===== src/rtl/nios2_oci_dbg_pkg.sv =====
// nios2_oci_dbg_pkg: shared types and widths for the OCI debug trace capture slice
package nios2_oci_dbg_pkg;
    typedef enum logic [1:0] {ST_IDLE, ST_ARMED, ST_POST, ST_FROZEN} state_e;
    localparam int TOTAL_W = 32;
    function automatic int entry_w(input int count_w, input int data_w);
        return count_w + data_w;
    endfunction
endpackage


===== src/rtl/oci_trace_ram.sv =====
// oci_trace_ram: DEPTH x W register array, synchronous write, asynchronous read
module oci_trace_ram #(
    parameter int DEPTH = 16,
    parameter int W     = 34
) (
    input  logic                     clk,
    input  logic                     we_i,
    input  logic [$clog2(DEPTH)-1:0] waddr_i,
    input  logic [W-1:0]             wdata_i,
    input  logic [$clog2(DEPTH)-1:0] raddr_i,
    output logic [W-1:0]             rdata_o
);
    logic [W-1:0] mem_q [DEPTH];
    always_ff @(posedge clk) begin
        if (we_i) mem_q[waddr_i] <= wdata_i;
    end
    assign rdata_o = mem_q[raddr_i];
endmodule


===== src/rtl/nios2_oci_dct_trace_capture.sv =====
// nios2_oci_dct_trace_capture: ring-buffer capture of debug-trace words, frozen on
// end-of-test and drained over a show-ahead valid/ready port
module nios2_oci_dct_trace_capture
    import nios2_oci_dbg_pkg::*;
#(
    parameter int DATA_W    = 30,
    parameter int COUNT_W   = 4,
    parameter int DEPTH     = 16,
    parameter int POST_TRIG = 4,
    parameter int WRAP_MODE = 1
) (
    input  logic                       clk,
    input  logic                       reset,
    input  logic                       arm,
    input  logic [DATA_W-1:0]          dct_buffer,
    input  logic [COUNT_W-1:0]         dct_count,
    input  logic                       test_ending,
    input  logic                       test_has_ended,
    input  logic                       rd_ready,
    output logic [COUNT_W+DATA_W-1:0]  rd_data,
    output logic                       rd_valid,
    output logic [$clog2(DEPTH):0]     fill_level,
    output logic                       overflow,
    output logic                       frozen,
    output logic [31:0]                capture_total
);
    localparam int EW = entry_w(COUNT_W, DATA_W);
    localparam int AW = $clog2(DEPTH);
    localparam int FW = AW + 1;
    localparam int PW = POST_TRIG > 1 ? $clog2(POST_TRIG) : 1;

    state_e              state_q, state_d;
    logic [PW-1:0]       post_q, post_d;
    logic [AW-1:0]       wr_ptr_q, wr_ptr_d, rd_ptr_q, rd_ptr_d;
    logic [FW-1:0]       fill_q, fill_d;
    logic                ovf_q, ovf_d, frozen_q;
    logic [TOTAL_W-1:0]  total_q, total_d;
    logic                clear, qual, full, we, pop;
    logic [EW-1:0]       ram_rdata;

    always_comb begin
        state_d = state_q;
        post_d  = post_q;
        case (state_q)
            ST_IDLE:   if (arm) state_d = ST_ARMED;
            ST_ARMED: begin
                if (test_has_ended) state_d = ST_FROZEN;
                else if (test_ending) begin
                    state_d = POST_TRIG == 0 ? ST_FROZEN : ST_POST;
                    post_d  = PW'(POST_TRIG - 1);
                end
            end
            ST_POST: begin
                if (test_has_ended || post_q == '0) state_d = ST_FROZEN;
                else post_d = post_q - 1'b1;
            end
            ST_FROZEN: if (arm) state_d = ST_ARMED;
            default:   state_d = ST_IDLE;
        endcase
    end

    assign clear    = arm && (state_q == ST_IDLE || state_q == ST_FROZEN);
    assign qual     = dct_count != '0 && (state_q == ST_ARMED || state_q == ST_POST);
    assign full     = fill_q == FW'(DEPTH);
    assign we       = qual && (!full || WRAP_MODE != 0);
    assign rd_valid = state_q == ST_FROZEN && fill_q != '0;
    assign pop      = rd_valid && rd_ready;

    // an overwrite of the oldest entry drags rd_ptr along so fill stays at DEPTH
    assign wr_ptr_d = clear ? '0 : wr_ptr_q + AW'(we);
    assign rd_ptr_d = clear ? '0 : rd_ptr_q + AW'(pop || (we && full));
    assign fill_d   = clear ? '0 : fill_q + FW'(we && !full) - FW'(pop);
    assign ovf_d    = clear ? 1'b0 : ovf_q || (qual && full);
    assign total_d  = clear ? '0 : (qual && total_q != '1) ? total_q + 1'b1 : total_q;

    always_ff @(posedge clk) begin
        if (reset) begin
            state_q  <= ST_IDLE;
            post_q   <= '0;
            wr_ptr_q <= '0;
            rd_ptr_q <= '0;
            fill_q   <= '0;
            ovf_q    <= 1'b0;
            total_q  <= '0;
            frozen_q <= 1'b0;
        end else begin
            state_q  <= state_d;
            post_q   <= post_d;
            wr_ptr_q <= wr_ptr_d;
            rd_ptr_q <= rd_ptr_d;
            fill_q   <= fill_d;
            ovf_q    <= ovf_d;
            total_q  <= total_d;
            frozen_q <= state_d == ST_FROZEN;
        end
    end

    oci_trace_ram #(.DEPTH(DEPTH), .W(EW)) u_ram (
        .clk     (clk),
        .we_i    (we),
        .waddr_i (wr_ptr_q),
        .wdata_i ({dct_count, dct_buffer}),
        .raddr_i (rd_ptr_q),
        .rdata_o (ram_rdata)
    );

    assign rd_data       = rd_valid ? ram_rdata : '0;
    assign fill_level    = fill_q;
    assign overflow      = ovf_q;
    assign frozen        = frozen_q;
    assign capture_total = total_q;
endmodule


===== config.mk =====
export PLATFORM = sky130hd
export DESIGN_NAME = nios2_oci_dct_trace_capture
export DESIGN_NICKNAME = d
export VERILOG_FILES = /design/src/rtl/nios2_oci_dbg_pkg.sv /design/src/rtl/oci_trace_ram.sv /design/src/rtl/nios2_oci_dct_trace_capture.sv
export SDC_FILE = /design/constraint.sdc
export NUM_CORES = 1
export LEC_CHECK = 0
export BUFFER_PORTS_ARGS = -buffer_cell sky130_fd_sc_hd__buf_2
export CAP_MARGIN = 0
export CORE_ASPECT_RATIO = 0.75
export CORE_MARGIN = 1
export CORE_UTILIZATION = 35
export DETAILED_ROUTE_END_ITERATION = 7
export GPL_ROUTABILITY_DRIVEN = 0
export PLACE_DENSITY = 0.57
export SLEW_MARGIN = 20
export SYNTH_ARGS = -nofsm -noshare
export SYNTH_HDL_FRONTEND = slang
export SYNTH_SLANG_ARGS = --single-unit

===== constraint.sdc =====
create_clock -name clk -period 6.7 [get_ports clk]
set_input_delay 1.34 -clock clk [delete_from_list [all_inputs] [get_ports clk]]
set_output_delay 1.34 -clock clk [all_outputs]
set_load 0.005 [all_outputs]

==> flow_summary.toml <==
[yosys]
synth_seq_area_share_pct = 74.8
synth_top_flop_cell = "edfxtp_1"
synth_edf_count = 544
syn_area_mm2 = 0.0232
synth_area_leader_cell = "edfxtp_1"
synth_common_cells = "edfxtp_1 (544), mux4_2 (170), nor2_1 (53), dfxtp_1 (51)"
syn_nets = 1170
ys_top_cells_by_area = "edfxtp_1 (70%), mux4_2 (16%), dfxtp_1 (4.4%), and2_1 (1.1%), nor2_1 (0.86%)"
yosysWarningCount = 0
synth_cells = 1114
ys_types = 46
synth_top_area_share_pct = 70.4
ys_seq_elements = 595
syn_avg_cell_area_um2 = 20.8
async_flop_share_pct = 0
synth.most_common_cell = "edfxtp_1"

[setup_path]
reg2reg_depth = 7
critPathMaxFanout = 44
cp_data_arrival_time_ns = 3.48
timing.rr.start = "state_q[0]$_SDFF_PP0_"
endpoint_kind = "primary output"
setup.worst_path.start = "rd_ptr_q[0]$_SDFF_PP0_"
critical_path_required_ns = 5.36
worstSetupPathType = "reg -> out"
worst-path-buf-inv = 2
crit_path_max_incr_delay_ns = 1.00
cpMaxStageDelayCell = "dfxtp_4"
cpMostUsedCell = "mux4_2"
crit_cells = 5
r2r_slack_ns = 3.14
critPathTopFamily = "multiplexers"
crit_end = "rd_data[32]"
start_kind = "flop"
crit_chain = "buf_4 > mux4_2 > mux4_2 > and2_1 > buf_2"
rr_endpoint = "u_ram.mem_q[2][10]$_DFFE_PP_"

[floorplanning]
rows = 81
die_w_um = 299
die_h_um = 225
coreArea_mm2 = 0.0654
pin_count = 114
start_util_pct = 35.5
fp.dieArea_mm2 = 0.0674

[pwr]
p_comb_share_pct = 10.9
swShare_pct = 23.4
ir_drop_mv = 0.187
p_switching_uw = 1960
leakage_uw = 0.00837
clkPwrFrac_pct = 37.8
p_seq_share_pct = 51.3
power.density_mw_per_mm2 = 312
internal_power_uw = 6440

[cts]
cts_inserted_buffers = 57
cts_root_buf = "clkbuf_16"
hold_buffers = 0
cts_resized = 0
cts.sinks = 595
insertion_delay_ns = 0.62
cts_tree = "built"
clk_path_buf_depth = 3
htreeDepth = 2
path_clk_slew_ns = 0.06
post_cts_buffers = 0

[timing]
tns_ns = 0
max_slew_margin_pct = 26.2
finalSetupViolations = 0
hold_viol = 0
finalCriticalPeriod_ns = 4.82
rsz0062_at_grt = "false"
worst_pin_slew_ns = 1.10
timing.fmax_ghz = 0.207
maxSlewViolCount = 0
finalCritPeriodShare_pct = 72.0
setup_ws_ns = 1.88
finalClockSkew_ns = 0.0254

[run]
maxCapViolCount = 0

[detailed_routing]
drt.antenna.violating_nets = 0
drcViolationCount = 0
wl_mm = 50.8
dr.pass1.iters = 4
num_vias = 11200
vias_per_cell = 5.15
detail_route.iter0.violations = 864
post_drt_wl_per_cell_um = 23.3

[placed_design]
port_buffers = 113
hpwl_mm = 28.6
dp_slack_ns = 2.24

[grt]
busiest_layer = "met2"
grt_util_met3_pct = 2.49
grt_max_degree = 89
antenna_found_initial = 1
overflow = 0
gr-usage-all-layers_pct = 15.3
first_global_vias = 11500
grt_pass1_wl_mm = 76.6
met2_usage_pct = 23.3
grt_use_met1_pct = 22.9

[run_status]
status = "finished clean"

[layout]
antenna_cells = 0
syn_to_final_growth_pct = 16.0
num-nets-final = 1318
drive_gt1_share_pct = 31.9

[min_path]
hp-class = "reg -> reg"
[logic make-up (layout without fill, tap and decap cells)]
family                   after synthesis  after routing  share of synthesized area, %
flip-flops                           595            595                          74.8
XOR/XNOR                              25             25                         0.943
multiplexers                         171            171                          16.5
AO/OA/AOI/OAI                         57             57                          1.56
adder cells (fa/ha/maj)               16             16                         0.895
AND/OR/NAND/NOR                      178            178                          4.07
buffers and inverters                 72            269                          1.24
[worst min path at each step]
stage	start	endpoint	slack, ns	cells past startpoint
3_3_place_gp	overflow$_SDFF_PP0_	overflow$_SDFF_PP0_	0.45	2
6_report	overflow$_SDFF_PP0_	overflow$_SDFF_PP0_	0.47	2
5_1_grt	overflow$_SDFF_PP0_	overflow$_SDFF_PP0_	0.50	2
3_5_place_dp	overflow$_SDFF_PP0_	overflow$_SDFF_PP0_	0.46	2
2_1_floorplan	overflow$_SDFF_PP0_	overflow$_SDFF_PP0_	0.46	2
4_1_cts	overflow$_SDFF_PP0_	overflow$_SDFF_PP0_	0.47	2
[per-layer routing]
metal / share of wire, % / routed length [um]
met1: 48 / 24300
met2: 46 / 23500
met3: 4.5 / 2270
met4: 1.6 / 826
met5: 0 / 0
[tightest hold or removal path, cell delays in order, from the launching register on]
cell and delay, ns:
dfxtp_1 0.32, nor2_1 0.04, nor2_1 0.07
[power groups by stage]
stage                     clock network (uW)  registers [uW]  logic (uW)
final                                   3180            4310         913
after global routing                    3400            4330         996
after CTS                               3260            4320         926
after detailed placement                   0            4390         921
after global placement                     0            4390         908
after floorplan                            0            4370         583
[layout by cell type, fill, tap and decap left out, types with 4 or more instances in the layout]
cell type / netlist / routed
bufinv_16: 0 / 5
dfxtp_1: 51 / 47
or4_1: 6 / 6
clkbuf_16: 0 / 58
inv_1: 19 / 19
buf_2: 7 / 113
nor2b_1: 4 / 4
nor3_2: 0 / 4
clkbuf_1: 39 / 17
o21ai_0: 15 / 15
nand2_1: 16 / 16
xnor2_1: 17 / 17
and2_1: 39 / 39
edfxtp_1: 544 / 544
clkinv_1: 1 / 10
or3_1: 14 / 14
nand4_1: 11 / 11
a2111oi_0: 7 / 6
xor2_1: 8 / 8
clkinv_2: 0 / 10
nor2_1: 53 / 41
nand3_1: 15 / 15
a21oi_1: 18 / 18
ha_1: 15 / 15
a211oi_1: 5 / 5
nor2_4: 0 / 12
buf_4: 0 / 24
mux4_2: 170 / 170
[cell type report]
cell class,count,area [um^2]
fill,5732,38400
sequential,595,17400
multi-input combinational,447,5710
clock buffer,76,1530
tap,871,1090
timing repair buffer,141,833
clock inverter,32,319
inverter,20,75.1
[flip-flops by register name, indices dropped and copies added, names as in the netlist]
| signal | count |
|---|---|
| overflow | 1 |
| frozen | 1 |
| post_q | 2 |
| u_ram.mem_q | 544 |
| fill_level | 5 |
| wr_ptr_q | 4 |
| capture_total | 32 |
| rd_ptr_q | 4 |
| state_q | 2 |
[per-stage QoR]
step	total power (uW)	cells	utilization, %	cell area [um^2]	hold slack [ns]
CTS	8500	2181	41.1	26900	0.473
global route	8730	2182	41.2	26900	0.495
global placement	5300	2073	38.3	25000	0.451
floorplan	4950	1114	-	23200	0.463
detailed placement	5320	2073	38.3	25000	0.458
finish	8410	2182	41.2	26900	0.465
(Power assumes the default switching activity.)
